===== config.mk =====
export PLATFORM = sky130hd
export DESIGN_NAME = alu_arbiter
export DESIGN_NICKNAME = d
export VERILOG_FILES = /design/src/rtl/alu_arbiter.sv
export SDC_FILE = /design/constraint.sdc
export NUM_CORES = 1
export LEC_CHECK = 0
export CAP_MARGIN = 15
export CORE_UTILIZATION = 40
export CTS_CLUSTER_DIAMETER = 100
export CTS_CLUSTER_SIZE = 14
export DETAILED_ROUTE_END_ITERATION = 10
export PLACE_DENSITY_LB_ADDON = 0.05
export SYNTH_ARGS = -nofsm -noshare
export SYNTH_HDL_FRONTEND = slang
export SYNTH_SLANG_ARGS = --single-unit

===== constraint.sdc =====
create_clock -name clk -period 2.7 [get_ports clk]
set_input_delay 0.27 -clock clk [delete_from_list [all_inputs] [get_ports clk]]
set_output_delay 0.27 -clock clk [all_outputs]
set_load 0.005 [all_outputs]

===== src/rtl/alu_arbiter.sv =====
// Two-requester round-robin arbiter in front of one shared 4-bit ALU.
// Accepts one operation at a time and executes it from captured operands.
// The response is held until the consumer takes it.
module alu_arbiter #(
    parameter logic PRIO_RESET = 1'b0
) (
    input  logic       clk,
    input  logic       rst_n,
    input  logic       req0_valid,
    output logic       req0_ready,
    input  logic [3:0] req0_a,
    input  logic [3:0] req0_b,
    input  logic [2:0] req0_sel,
    input  logic       req1_valid,
    output logic       req1_ready,
    input  logic [3:0] req1_a,
    input  logic [3:0] req1_b,
    input  logic [2:0] req1_sel,
    output logic       rsp_valid,
    input  logic       rsp_ready,
    output logic       rsp_id,
    output logic [3:0] rsp_out,
    output logic       rsp_carry
);

    typedef enum logic [1:0] {
        StIdle,
        StExec,
        StHold
    } state_e;

    state_e     state_q;
    logic       rr_ptr_q;
    logic [3:0] op_a_q;
    logic [3:0] op_b_q;
    logic [2:0] op_sel_q;
    logic       op_id_q;

    logic       grant_valid;
    logic       grant_id;
    logic [4:0] alu_res;

    // Grant in IDLE only; a contested cycle goes to rr_ptr, a lone requester always wins.
    always_comb begin
        grant_valid = rst_n && (state_q == StIdle) && (req0_valid || req1_valid);
        grant_id    = (req0_valid && req1_valid) ? rr_ptr_q : req1_valid;
        req0_ready  = grant_valid && !grant_id;
        req1_ready  = grant_valid && grant_id;
    end

    // Shared ALU, fed only from the captured operand registers; bit 4 is carry/borrow.
    always_comb begin
        alu_res = 5'd0;
        case (op_sel_q)
            3'b000:  alu_res = {1'b0, op_a_q} + {1'b0, op_b_q};
            3'b001:  alu_res = {1'b0, op_a_q} - {1'b0, op_b_q};
            3'b010:  alu_res = {1'b0, op_a_q & op_b_q};
            3'b011:  alu_res = {1'b0, op_a_q | op_b_q};
            3'b100:  alu_res = {1'b0, op_a_q ^ op_b_q};
            3'b101:  alu_res = {1'b0, ~op_a_q};
            default: alu_res = 5'd0;
        endcase
    end

    // Control FSM with registered response outputs; reset drops any in-flight operation.
    always_ff @(posedge clk or negedge rst_n) begin
        if (!rst_n) begin
            state_q   <= StIdle;
            rr_ptr_q  <= PRIO_RESET;
            op_a_q    <= 4'd0;
            op_b_q    <= 4'd0;
            op_sel_q  <= 3'd0;
            op_id_q   <= 1'b0;
            rsp_valid <= 1'b0;
            rsp_id    <= 1'b0;
            rsp_out   <= 4'd0;
            rsp_carry <= 1'b0;
        end else begin
            case (state_q)
                StIdle: begin
                    if (grant_valid) begin
                        op_a_q   <= grant_id ? req1_a : req0_a;
                        op_b_q   <= grant_id ? req1_b : req0_b;
                        op_sel_q <= grant_id ? req1_sel : req0_sel;
                        op_id_q  <= grant_id;
                        rr_ptr_q <= !grant_id;
                        state_q  <= StExec;
                    end
                end
                StExec: begin
                    rsp_out   <= alu_res[3:0];
                    rsp_carry <= alu_res[4];
                    rsp_id    <= op_id_q;
                    rsp_valid <= 1'b1;
                    state_q   <= StHold;
                end
                StHold: begin
                    if (rsp_ready) begin
                        rsp_valid <= 1'b0;
                        state_q   <= StIdle;
                    end
                end
                default: begin
                    state_q <= StIdle;
                end
            endcase
        end
    end

endmodule


==> flow_summary.toml, run 1 <==
[floorplan]
chipWidth_um = 63.6
coreArea_mm2 = 0.00366
fp.dieH_um = 63.6
rows = 22
start_util = 0.414
ios = 36
dieArea_mm2 = 0.00404

[power_and_ir_drop]
switching_share = 0.408
totalPowerFinal_uw = 1930
p_clk_frac = 0.126
cellPowerDensity_mw_per_mm2 = 999
intPower_uw = 1140
p_seq_frac = 0.322
leakage_uw = 0.000894
switching_power_uw = 789
pwr-share-comb = 0.552
vdd_drop_max_v = 0.000312

[global_route]
grt_pass1_vias = 1226
grt_first_pass_wirelength_um = 5420
grt-ovfl-total = 0
grt_max_degree = 25
groute.usage.overall = 0.170
antenna_found_initial = 0

[timing]
worstMarginPinSlew_ns = 0.413
hold_viol_final = 0
skew_ns = 0.00234
fin_hold_ws_ns = 0.400
rsz0062_at_grt = "false"
min_period_ns = 2.34
fin_crit_sh = 0.866
setup_tns_ns = 0
setup_violations = 0
relSlewSlack = 0.725
drv_slew = 0
timing.fmax_mhz = 428

[critical_path]
worstReg2RegEnd = "rsp_out[2]$_DFFE_PN0P_"
reg2reg_setup_slack_ns = 0.36
setup.worst_path.start_class = "flip-flop"
ff2ff_path_depth = 9
rr_startpoint = "op_sel_q[2]$_DFFE_PN0P_"
crit_fanout = 9
setup.worst_path.class = "reg -> reg"
worstPathRequired_ns = 2.86
arrival_ns = 2.50
cp-end-kind = "flip-flop"

[final_layout]
layout-drive-gt1-share = 0.0969
regArea_um2 = 551
stdcell_area_mm2 = 0.00193
n_antenna_cell = 0
utilization = 0.528
area_growth_pct = 27.6
fillers = 339
nets = 238
multi_input_area_um2 = 828

[run_status]
status = "complete, no violations"

[clocking]
hold_buffers = 0
numCtsBuffers = 3
clk_latency_ns = 0.27
cts_setup_buffers = 0
clock_path_buffers = 2
tritoncts = "done"
clock-root-buffer = "clkbuf_8"
clk_transition_reported_paths_ns = 0.08
cts.sinks = 22
htreeDepth = 1
cts_resized = 0

[placement]
port-buffer-count = 35
placed_cell_area_mm2 = 0.00188
place_congestion = 0.854
hpwl_um = 2320

[synthesis]
yosys-top-cells-area = "dfrtp_1 (36%), ha_1 (11%), mux2i_1 (7.9%)"
synth_cell_types = 39
yosys.area.top_type = "dfrtp_1"
synth_area_per_cell_um2 = 9.48
yosysSeqAreaShare = 0.363
yosysTopAreaCellShare = 0.363
syn_inst = 160
syn-num-nets = 201
netlist_area_mm2 = 0.00152
ys_ff_latch = 22
ys_warn_count = 0

[drt]
antenna_left = 0
wl_per_cell_um = 12.3
post-route-drc-count = 0
first_iter_violations = 35
vias_per_cell = 4.89
routed_wl_um = 3010
first_pass_iters = 4
vias = 1192

[min_path]
hold_class = "in -> async"

[flow_run]
cap_violations = 0
-- cells in the mapped netlist --
cell / n
a21oi_2: 2
xor2_1: 1
dfrtp_1: 22
or2_0: 1
o21ai_1: 1
a32oi_1: 1
nand2_1: 9
a211oi_1: 3
mux2_2: 1
a21oi_1: 17
xnor2_1: 2
fa_1: 1
o31a_1: 1
o21ai_0: 5
ha_1: 13
o211ai_1: 1
o31ai_1: 1
a311oi_1: 1
inv_2: 2
nand2b_1: 6
buf_12: 1
nor2b_1: 2
o41ai_2: 1
nand3b_1: 1
nor2_4: 1
buf_6: 4
a21o_1: 1
a31oi_1: 3
o22a_1: 2
or2_2: 1
o21ai_4: 1
buf_4: 2
nor2_1: 21
inv_1: 12
buf_2: 1
and3_1: 1
mux2i_1: 12
a22oi_1: 1
and2_2: 1
-- per-layer routing --
metal | track usage | up-vias | routed length [µm]
li1 | - | 620 | -
met3 | 0.0217 | 5 | 93
met1 | 0.211 | 540 | 1470
met5 | 0 | - | 0
met4 | 0.0597 | 0 | 41
met2 | 0.298 | 27 | 1400
-- power groups by stage --
stage	logic (µW)	clock network, µW	registers, µW
after detailed placement	1070	0	629
after floorplan	817	0	576
after global placement	1060	0	620
after global routing	1230	260	647
final	1070	244	622
after CTS	1080	249	623
-- state kept, by name, indices dropped and copies added (netlist names) --
| register | count |
|---|---|
| rsp_out | 4 |
| op_b_q | 4 |
| op_id_q | 1 |
| op_a_q | 4 |
| state_q | 2 |
| rsp_id | 1 |
| rsp_carry | 1 |
| op_sel_q | 3 |
| rsp_valid | 1 |
| rr_ptr_q | 1 |
-- worst max-delay path by stage --
stage | start | to | slack (ns) | depth (start not counted)
after floorplan | op_sel_q[0]$_DFFE_PN0P_ | rsp_out[2]$_DFFE_PN0P_ | 0.61 | 10
after global placement | op_sel_q[2]$_DFFE_PN0P_ | rsp_out[2]$_DFFE_PN0P_ | 0.47 | 9
after detailed placement | op_b_q[0]$_DFFE_PN0P_ | rsp_out[2]$_DFFE_PN0P_ | 0.40 | 9
after CTS | op_b_q[0]$_DFFE_PN0P_ | rsp_out[2]$_DFFE_PN0P_ | 0.38 | 9
after global routing | op_sel_q[2]$_DFFE_PN0P_ | rsp_out[2]$_DFFE_PN0P_ | 0.16 | 9
final | op_sel_q[2]$_DFFE_PN0P_ | rsp_out[2]$_DFFE_PN0P_ | 0.36 | 9
-- cell usage in the layout (no fill, tap or decap), types with 2 or more instances in the layout --
master           synthesis  layout
xnor2_1                  2       2
clkdlybuf4s50_1          0      35
inv_1                   12      12
dfrtp_1                 22      22
a21oi_2                  2       2
nand2b_1                 6       6
nor2b_1                  2       2
clkbuf_8                 0       4
nand2_1                  9       9
o22a_1                   2       2
nor2_1                  21      21
a31oi_1                  3       3
ha_1                    13      13
mux2i_1                 12      12
a21oi_1                 17      17
inv_2                    2       2
a211oi_1                 3       3
o21ai_0                  5       5
buf_4                    2       5
-- stage by stage --
step | worst slack, ns | std cells
after floorplan | 0.606 | 160
after global placement | 0.474 | 240
after detailed placement | 0.397 | 240
after CTS | 0.375 | 244
after global routing | 0.161 | 244
final | 0.363 | 244
-- logic make-up after synthesis --
| kind of cell | count (synthesis) | synth area share |
|---|---|---|
| buffers and inverters | 22 | 0.0908 |
| DFF | 22 | 0.363 |
| adders and majority gates | 14 | 0.120 |
| AOI/OAI and AO/OA | 42 | 0.185 |
| muxes | 13 | 0.0866 |
| xor gates and xnor gates | 3 | 0.0173 |
| and+or+nand+nor | 44 | 0.137 |
-- cell type report --
class | instances | area share
flip-flops and latches | 22 | 0.285
clock buffers | 4 | 0.0285
inverters | 14 | 0.0272
well taps | 48 | 0.0310
repair buffers | 40 | 0.201
multi-input cells | 116 | 0.428
-- critical path, stage by stage (launching register included) --
cell,delay [ns]
dfrtp_1,0.57
nor2_4,0.09
nand2_1,0.12
mux2i_1,0.27
inv_1,0.09
fa_1,0.41
nand2b_1,0.18
a21oi_1,0.14
a211oi_1,0.07
o31a_1,0.29
Note: power is estimated with default switching activity, not from simulation.
==> run 2: changes to the inputs <==
--- a/config.mk
+++ b/config.mk
@@ -10,6 +10,7 @@
 export CTS_CLUSTER_DIAMETER = 100
 export CTS_CLUSTER_SIZE = 14
 export DETAILED_ROUTE_END_ITERATION = 10
+export GPL_TIMING_DRIVEN = 0
 export PLACE_DENSITY_LB_ADDON = 0.05
 export SYNTH_ARGS = -nofsm -noshare
 export SYNTH_HDL_FRONTEND = slang
==> run 2 against run 1 <==
Compared with the run above:
- die area unchanged
- critical path depth decreased by 3
- first-iteration DRC count rose by 51%
- critical path type is now in -> out
- largest power group unchanged
- sequential share of layout area is 0.51 points lower
==> flow_summary.toml, run 2 (synthesized netlist as in run 1, its figures left out) <==
[floorplan]
chipWidth_um = 63.6
coreArea_mm2 = 0.00366
ios = 36
fp.dieH_um = 63.6
rows = 22
dieArea_mm2 = 0.00404
start_util = 0.414

[placement]
placed_cell_area_mm2 = 0.00193
place_congestion = 0.918
hpwl_um = 2430
port-buffer-count = 35

[timing]
rsz0062_at_grt = "false"
worstMarginPinSlew_ns = 0.575
fin_hold_ws_ns = 0.0890
min_period_ns = 2.35
drv_slew = 0
setup_violations = 0
relSlewSlack = 0.617
skew_ns = 0.00357
hold_viol_final = 0
timing.fmax_mhz = 426
fin_crit_sh = 0.870

[clocking]
clk_latency_ns = 0.26
numCtsBuffers = 3
tritoncts = "done"
cts.sinks = 22
htreeDepth = 1
clock-root-buffer = "clkbuf_8"
clk_transition_reported_paths_ns = 0.08
clock_path_buffers = 2

[final_layout]
stdcell_area_mm2 = 0.00197
area_growth_pct = 29.9
nets = 241
most-common-layout-cells = "clkdlybuf4s50_1 (34), dfrtp_1 (22), nor2_1 (21), a21oi_1 (17), ha_1 (13)"
utilization = 0.538
mostFrequentLayoutCell = "clkdlybuf4s50_1"
n_antenna_cell = 0
reg_top3 = "op_a_q x4, op_b_q x4, rsp_out x4"
layout-drive-gt1-share = 0.111

[global_route]
grt_first_pass_wirelength_um = 5310
grt_pass1_vias = 1196
antenna_found_initial = 0
grt-ovfl-total = 0
grt_max_degree = 24
groute.usage.overall = 0.167

[power_and_ir_drop]
totalPowerFinal_uw = 1940
vdd_drop_max_v = 0.000356
cellPowerDensity_mw_per_mm2 = 985
leakage_uw = 0.000910

[drt]
vias = 1237
antenna_left = 0
first_iter_violations = 53
post-route-drc-count = 0
first_pass_iters = 4
wl_per_cell_um = 12.4
vias_per_cell = 5.03
routed_wl_um = 3040

[critical_path]
worstPathRequired_ns = 2.43
crit_fanout = 23
cp-end-kind = "output port"
arrival_ns = 2.08
ff2ff_path_depth = 9
setup.worst_path.start_class = "input port"
setup.worst_path.class = "in -> out"

[run_status]
status = "complete, no violations"

[min_path]
hold_class = "in -> async"

[flow_run]
cap_violations = 0
-- run 2: cell count changes in the layout (fill, tap and decap cells not counted), sizes merged --
cell           delta
clkdlybuf4s15     +1
clkdlybuf4s50     -1
clkbuf            -1
buf               +3
-- run 2: metrics by stage --
| stage | worst slack, ns | setup TNS [ns] | std cells |
|---|---|---|---|
| after CTS | 0.286 | 0 | 246 |
| after global routing | 0.150 | 0 | 246 |
| after floorplan | 0.606 | 0 | 160 |
| after detailed placement | -0.405 | -0.617 | 243 |
| after global placement | -0.391 | -0.567 | 243 |
| final | 0.352 | 0 | 246 |
-- run 2: per-layer routing --
metal | GRT usage | vias to the layer above | wire, µm
met3 | 0.0217 | 4 | 95
met1 | 0.203 | 583 | 1410
met5 | 0 | - | 0
li1 | - | 626 | -
met2 | 0.302 | 24 | 1500
met4 | 0.0511 | 0 | 34
-- run 2: final timing paths --
path	slack, ns	end	startpoint
max in group asynchronous	2.23	op_sel_q[0]$_DFFE_PN0P_	rst_n
max	0.35	req0_ready	rst_n
min reg2reg	0.48	op_id_q$_DFFE_PN0P_	op_id_q$_DFFE_PN0P_
min in group clk	0.48	op_id_q$_DFFE_PN0P_	op_id_q$_DFFE_PN0P_
min	0.09	rsp_out[2]$_DFFE_PN0P_	rst_n
max reg2reg	0.40	rsp_out[2]$_DFFE_PN0P_	op_b_q[0]$_DFFE_PN0P_
-- run 2: worst max-delay path, cell delays in order --
cell	delay, ns
clkdlybuf4s15_2	0.55
o211ai_1	0.27
inv_2	0.19
buf_6	0.16
and2_2	0.14
clkdlybuf4s50_1	0.49
-- run 2: final cells by class --
class / count / area (µm²)
buffer: 8 / 85.1
clock buffer: 3 / 41.3
fill: 363 / 1690
inverter: 14 / 52.6
multi-input combinational: 116 / 828
sequential: 22 / 551
tap: 48 / 60.1
timing repair buffer: 35 / 352
-- run 2: where the power goes --
| group | leakage (µW) | switching [µW] | internal (µW) | total (µW) |
|---|---|---|---|---|
| logic | 0.000633 | 563 | 580 | 1140 |
| registers | 0.000256 | 123 | 469 | 592 |
| clock network | 0.0000216 | 105 | 99.6 | 205 |
| total | 0.000910 | 790 | 1150 | 1940 |
-- run 2: timing repair --
action | in CTS | in global routing
endpoints found under the setup margin | 2 | 0
resized for setup | 3 | 0
buffers inserted | 0 | 0
hold buffers | 0 | 0
==> run 3: changes to the inputs <==
--- a/config.mk
+++ b/config.mk
@@ -15,3 +15,4 @@
 export SYNTH_ARGS = -nofsm -noshare
 export SYNTH_HDL_FRONTEND = slang
 export SYNTH_SLANG_ARGS = --single-unit
+export TNS_END_PERCENT = 10
==> results of run 3 <==
The final DEF is identical to that of run 2; final timing and power are the same.
